===== src/rtl/uart_autobaud_ctrl.sv =====
// rtl/uart_autobaud_ctrl.sv - auto-baud controller: disables uart_rx, times a 0x55 sync char, reprograms it
module uart_autobaud_ctrl #(
    parameter int DEFAULT_DIV  = 12,
    parameter int MIN_DIV      = 4,
    parameter int WAIT_TIMEOUT = 0
) (
    input  logic        clk,
    input  logic        rst,
    input  logic        start,
    input  logic        abort,
    input  logic [2:0]  cfg_parity,
    input  logic [3:0]  cfg_byte_size,
    input  logic        cfg_stop_bits,
    input  logic        rxd,
    output logic [26:0] m_axis_config_tdata,
    output logic        m_axis_config_tvalid,
    input  logic        m_axis_config_tready,
    output logic        busy,
    output logic        done,
    output logic        error,
    output logic [1:0]  err_code,
    output logic [15:0] measured_div
);

    localparam int TW = (WAIT_TIMEOUT > 1) ? $clog2(WAIT_TIMEOUT) : 1;

    typedef enum logic [2:0] {
        S_IDLE, S_CFG_OFF, S_WAIT_FALL, S_MEASURE, S_WAIT_STOP, S_CFG_ON
    } state_t;

    state_t      r_state;
    state_t      w_next;

    logic        r_rxd_d;
    logic [2:0]  r_cfg_parity;
    logic [3:0]  r_cfg_byte_size;
    logic        r_cfg_stop_bits;
    logic [19:0] r_cnt;
    logic [2:0]  r_falls;
    logic [TW-1:0] r_wait_cnt;
    logic [15:0] r_div;
    logic [15:0] r_stop_cnt;
    logic [15:0] r_measured_div;
    logic        r_done;
    logic        r_error;
    logic [1:0]  r_err_code;

    logic        w_fall;
    logic        w_fall5;
    logic [17:0] w_div_full;
    logic        w_div_bad;
    logic        w_timeout;
    logic        w_ovf;
    logic        w_err_set;
    logic [1:0]  w_err_code;

    assign w_fall     = ~rxd & r_rxd_d;
    assign w_fall5    = (r_state == S_MEASURE) && w_fall && (r_falls == 3'd4);
    // Fall 1 to fall 5 spans eight bit times; +4 rounds to nearest before the divide.
    assign w_div_full = 18'((21'(r_cnt) + 21'd4) >> 3);
    assign w_div_bad  = (w_div_full < 18'(MIN_DIV)) || (w_div_full > 18'h0FFFF);
    assign w_timeout  = (WAIT_TIMEOUT != 0) && (r_wait_cnt == TW'(WAIT_TIMEOUT - 1));
    assign w_ovf      = (r_cnt == 20'hFFFFF);

    always_ff @(posedge clk) begin
        if (rst) begin
            r_state <= S_IDLE;
        end else begin
            r_state <= w_next;
        end
    end

    always_comb begin
        w_next     = r_state;
        w_err_set  = 1'b0;
        w_err_code = 2'd0;
        case (r_state)
            S_IDLE: begin
                if (start) w_next = S_CFG_OFF;
            end
            S_CFG_OFF: begin
                if (m_axis_config_tready) w_next = S_WAIT_FALL;
            end
            S_WAIT_FALL: begin
                if (abort) begin
                    w_next = S_IDLE;
                end else if (w_fall) begin
                    w_next = S_MEASURE;
                end else if (w_timeout) begin
                    w_next     = S_IDLE;
                    w_err_set  = 1'b1;
                    w_err_code = 2'd1;
                end
            end
            S_MEASURE: begin
                if (abort) begin
                    w_next = S_IDLE;
                end else if (w_fall5) begin
                    if (w_div_bad) begin
                        w_next     = S_IDLE;
                        w_err_set  = 1'b1;
                        w_err_code = 2'd2;
                    end else begin
                        w_next = S_WAIT_STOP;
                    end
                end else if (w_ovf) begin
                    w_next     = S_IDLE;
                    w_err_set  = 1'b1;
                    w_err_code = 2'd3;
                end
            end
            S_WAIT_STOP: begin
                if (abort) begin
                    w_next = S_IDLE;
                end else if (rxd && (r_stop_cnt + 16'd1 == r_div)) begin
                    w_next = S_CFG_ON;
                end
            end
            S_CFG_ON: begin
                if (m_axis_config_tready) w_next = S_IDLE;
            end
            default: w_next = S_IDLE;
        endcase
    end

    always_ff @(posedge clk) begin
        if (rst) begin
            r_rxd_d         <= 1'b1;
            r_cfg_parity    <= 3'd0;
            r_cfg_byte_size <= 4'd0;
            r_cfg_stop_bits <= 1'b0;
            r_cnt           <= 20'd0;
            r_falls         <= 3'd0;
            r_wait_cnt      <= '0;
            r_div           <= 16'd0;
            r_stop_cnt      <= 16'd0;
            r_measured_div  <= 16'(DEFAULT_DIV);
            r_done          <= 1'b0;
            r_error         <= 1'b0;
            r_err_code      <= 2'd0;
        end else begin
            r_rxd_d    <= rxd;
            r_done     <= 1'b0;
            r_error    <= w_err_set;
            r_err_code <= w_err_code;
            case (r_state)
                S_IDLE: begin
                    if (start) begin
                        r_cfg_parity    <= cfg_parity;
                        r_cfg_byte_size <= cfg_byte_size;
                        r_cfg_stop_bits <= cfg_stop_bits;
                    end
                end
                S_CFG_OFF: begin
                    r_wait_cnt <= '0;
                end
                S_WAIT_FALL: begin
                    if (w_fall) begin
                        r_cnt   <= 20'd1;
                        r_falls <= 3'd1;
                    end else begin
                        r_wait_cnt <= r_wait_cnt + 1'b1;
                    end
                end
                S_MEASURE: begin
                    r_stop_cnt <= 16'd0;
                    if (w_fall) r_falls <= r_falls + 3'd1;
                    if (w_fall5) begin
                        r_div <= w_div_full[15:0];
                    end else begin
                        r_cnt <= r_cnt + 20'd1;
                    end
                end
                S_WAIT_STOP: begin
                    if (!rxd) begin
                        r_stop_cnt <= 16'd0;
                    end else begin
                        r_stop_cnt <= r_stop_cnt + 16'd1;
                    end
                end
                S_CFG_ON: begin
                    if (m_axis_config_tready) begin
                        r_measured_div <= r_div;
                        r_done         <= 1'b1;
                    end
                end
                default: ;
            endcase
        end
    end

    always_comb begin
        busy                 = (r_state != S_IDLE);
        m_axis_config_tvalid = 1'b0;
        m_axis_config_tdata  = 27'd0;
        if (r_state == S_CFG_OFF) begin
            m_axis_config_tvalid = 1'b1;
            m_axis_config_tdata  = {2'b00, 1'b0, r_cfg_stop_bits, r_cfg_byte_size,
                                    r_cfg_parity, r_measured_div};
        end else if (r_state == S_CFG_ON) begin
            m_axis_config_tvalid = 1'b1;
            m_axis_config_tdata  = {2'b00, 1'b1, r_cfg_stop_bits, r_cfg_byte_size,
                                    r_cfg_parity, r_div};
        end
    end

    assign done         = r_done;
    assign error        = r_error;
    assign err_code     = r_err_code;
    assign measured_div = r_measured_div;

endmodule


===== config.mk =====
export PLATFORM = sky130hd
export DESIGN_NAME = uart_autobaud_ctrl
export DESIGN_NICKNAME = d
export VERILOG_FILES = /design/src/rtl/uart_autobaud_ctrl.sv
export SDC_FILE = /design/constraint.sdc
export NUM_CORES = 1
export LEC_CHECK = 0
export CELL_PAD_IN_SITES_DETAIL_PLACEMENT = 1
export CELL_PAD_IN_SITES_GLOBAL_PLACEMENT = 1
export CORE_MARGIN = 2
export CORE_UTILIZATION = 30
export DETAILED_ROUTE_END_ITERATION = 8
export GPL_TIMING_DRIVEN = 1
export PLACE_DENSITY = 0.72
export SETUP_SLACK_MARGIN = 0.5
export SYNTH_ARGS = -nofsm -noshare
export SYNTH_HDL_FRONTEND = slang
export SYNTH_SLANG_ARGS = --single-unit
export TNS_END_PERCENT = 10

===== constraint.sdc =====
create_clock -name clk -period 5.4 [get_ports clk]
set_clock_uncertainty 0.2 [all_clocks]
set_input_delay 1.62 -clock clk [delete_from_list [all_inputs] [get_ports clk]]
set_output_delay 1.62 -clock clk [all_outputs]
set_load 0.02 [all_outputs]

==> impl_metrics.csv <==
group,metric,value,unit
run_status,status,"finished clean",
min_path,hold_path_class,"reg2reg",
routing,ant_nets,0,
synthesis,synth.largest_area_cell,"dfxtp_1",
sta,clock.fmax,234,MHz
floorplan,die_x,132,um
floorplan,core,16000,um2
routing,drtIter0Drc,267,
critical_path,crit_fanout,17,
floorplan,rows,46,
cells_and_area,fin_nets,657,
floorplan,start_util,30.8,%
synthesis,avgSynthCellArea,8.08,um2
cells_and_area,drive_gt1_share,6.23,%
routing,vias_per_cell,5.28,
global_route,use_met3,2.35,%
global_route,use_met1,21.2,%
place,dp_hpwl,10.8,mm
synthesis,ys_top_cells_by_area,"dfxtp_1 (35%), nor2_1 (6.5%), xnor2_1 (5.3%)",
global_route,gr-max-usage-layer,"met2",
synthesis,synthTopCellsByCount,"dfxtp_1 (86), nor2_1 (86), nand2_1 (51)",
pwr,cellPowerDensity,288,nW/um2
critical_path,crit_type,"reg2out",
synthesis,synth_compound_area_share,17.0,%
global_route,grt_max_degree,56,
critical_path,critPathCaptureType,"primary output",
synthesis,yosysSeqAreaShare,34.9,%
routing,wire_per_inst,17.1,um
pwr,ir_drop,158,uV
routing,drc,0,
pwr,p_leak,1.92,nW
global_route,grt_pass1_wl,24.3,mm
clock_network,holdBufCountCts,0,
clock_network,numCtsBuffers,9,
sta,tightest_slew,1.01,ns
synthesis,ys.flop_type,"dfxtp_1",
clock_network,post_cts_resized,0,
global_route,antenna_found_initial,0,
run,drv_cap,0,
routing,num_vias,4530,
sta,setup_viol,0,
place,io_buffers,60,
global_route,use_met2,29.4,%
synthesis,synth-adder-area-share,1.27,%
clock_network,clock_latency,0.35,ns
sta,rsz0062_at_grt,"false",
clock_network,root_buffer,"clkbuf_16",
clock_network,cts-htree-levels,3,
synthesis,postSynthCellCount,611,
sta,min_period,4.27,ns
global_route,gr-total-overflow,0,
cells_and_area,syn2layout_area_growth,19.1,%
sta,slew_viol_final,0,
synthesis,synth_cell_types,60,
critical_path,startpoint_type,"flop",
global_route,grt_pass1_vias,4684,
cells_and_area,final_cells,858,
sta,hold_viol,0,
clock_network,cts.sinks,86,
routing,routed_wl,14.7,mm
synthesis,synth_top_family_by_area,"simple AND/OR/NAND/NOR gates",
clock_network,clk_pin_slew,0.06,ns
synthesis,synth_top_area_share,34.9,%
clock_network,postCtsSetupBuffers,0,
critical_path,arrival,2.45,ns
cells_and_area,diodes,0,
sta,period_share,79.2,%
synthesis,async_flop_share,0,%
synthesis,ys_seq_elements,86,
synthesis,ys_warn_count,0,
synthesis,synthSimpleGateAreaFrac,26.3,%
synthesis,synth-xor-area-share,8.69,%
floorplan,die_h,132,um
floorplan,die_area,17500,um2
cells_and_area,fill_cells,1939,
sta,maxSlewHeadroom,32.8,%
synthesis,syn_area,4940,um2
synthesis,synth.mux.area_fraction,5.73,%
synthesis,synth_edf_count,0,
place,place.gp.congestion,0.884,
global_route,grt.total_usage,17.1,%
place,dp_cells,843,
sta,finalSetupTns,0,ns
critical_path,critPathRequiredTime,3.58,ns
floorplan,ios,63,
clock_network,cts_buffer_depth,2,
clock_network,cts_tree,"yes",
routing,dr.pass1.iters,4,
-- routing by layer --
| metal | vias up | routed length [um] |
|---|---|---|
| li1 | 2214 | - |
| met1 | 2210 | 6750 |
| met2 | 76 | 7100 |
| met3 | 30 | 400 |
| met4 | 0 | 437 |
| met5 | - | 0 |
-- through the flow --
stage          power, W  hold WS [ns]  utilization (%)  setup WS, ns  area [um2]
2_1_floorplan  0.000989         0.232                -          1.80        4940
3_3_place_gp    0.00113         0.238             35.2          1.07        5630
3_5_place_dp    0.00115         0.252             35.2         0.970        5630
4_1_cts         0.00171         0.260             36.7          1.09        5880
5_1_grt         0.00178         0.281             36.7         0.939        5880
6_report        0.00169         0.256             36.7          1.13        5880
-- final cells by class --
type / instances / area (um2) / share of cell area (%)
Inverter: 14 / 52.6 / 0.894
Sequential cell: 86 / 1720 / 29.3
Tap cell: 216 / 270 / 4.60
Multi-Input combinational cell: 458 / 2920 / 49.7
Clock inverter: 2 / 10.0 / 0.170
Clock buffer: 13 / 240 / 4.09
Timing Repair Buffer: 69 / 663 / 11.3
-- critical path, cell delays in order (launching register included) --
cell and delay (ns):
dfxtp_1 0.72, nand2b_1 0.31, buf_4 0.28, nor2_1 0.16, clkdlybuf4s50_1 0.64
-- kinds of logic (layout without fill, tap and decap cells) --
logic type,Yosys count,count (layout)
buffers and inverters,68,98
AND/OR/NAND/NOR,251,251
multiplexers,28,28
AO/OA/AOI/OAI,123,123
XOR/XNOR,49,49
flip-flops,86,86
adder cells (fa/ha/maj),5,5
other,1,2
-- sequential cells by signal (all words and copies together), names as in the netlist --
register and flops:
r_rxd_d 1, measured_div 16, r_cfg_parity 3, done 1, r_state 3, r_div 16
r_cnt 20, r_cfg_byte_size 4, r_stop_cnt 16, r_cfg_stop_bits 1, r_falls 3, err_code 2
-- cells in the final DEF, fill, tap and decap left out, types with 4 or more instances in the layout --
cell type | netlist | layout
dfxtp_1 | 86 | 86
nor2_1 | 86 | 85
clkdlybuf4s50_1 | 0 | 59
nand2_1 | 51 | 51
a21oi_1 | 37 | 37
xnor2_1 | 30 | 30
mux2i_1 | 26 | 26
xor2_1 | 19 | 19
nor3_1 | 18 | 18
o21ai_0 | 18 | 18
a211oi_1 | 17 | 17
nand3_1 | 15 | 15
inv_1 | 14 | 14
a22o_1 | 14 | 14
and2_1 | 13 | 13
nand4_1 | 11 | 11
clkbuf_16 | 0 | 9
buf_4 | 7 | 9
nor2b_1 | 6 | 6
nor4_1 | 6 | 6
or3_1 | 6 | 6
a22oi_1 | 5 | 5
or4_1 | 5 | 5
and3_1 | 5 | 5
ha_1 | 5 | 5
nand2b_1 | 4 | 4
and4_1 | 4 | 4
a31oi_1 | 4 | 4
clkbuf_1 | 27 | 4
-- power breakdown --
group / switching, W / total, W / internal (W)
combinational: 0.000244 / 0.000413 / 0.000169
clock: 0.000253 / 0.000561 / 0.000309
sequential: 0.0000569 / 0.000718 / 0.000661
-- path summary, 6_finish.rpt --
kind	from	endpoint	slack, ns	depth (start not counted)
worst min-delay path	r_cfg_byte_size[2]	r_cfg_byte_size[2]	0.26	2
worst min register to register	r_cfg_byte_size[2]	r_cfg_byte_size[2]	0.26	2
worst max register to register	r_state[2]	r_state[0]	1.88	7
worst max-delay path	r_state[0]	m_axis_config_tdata[8]	1.13	4
No activity file was read; power rests on OpenSTA's default activity.
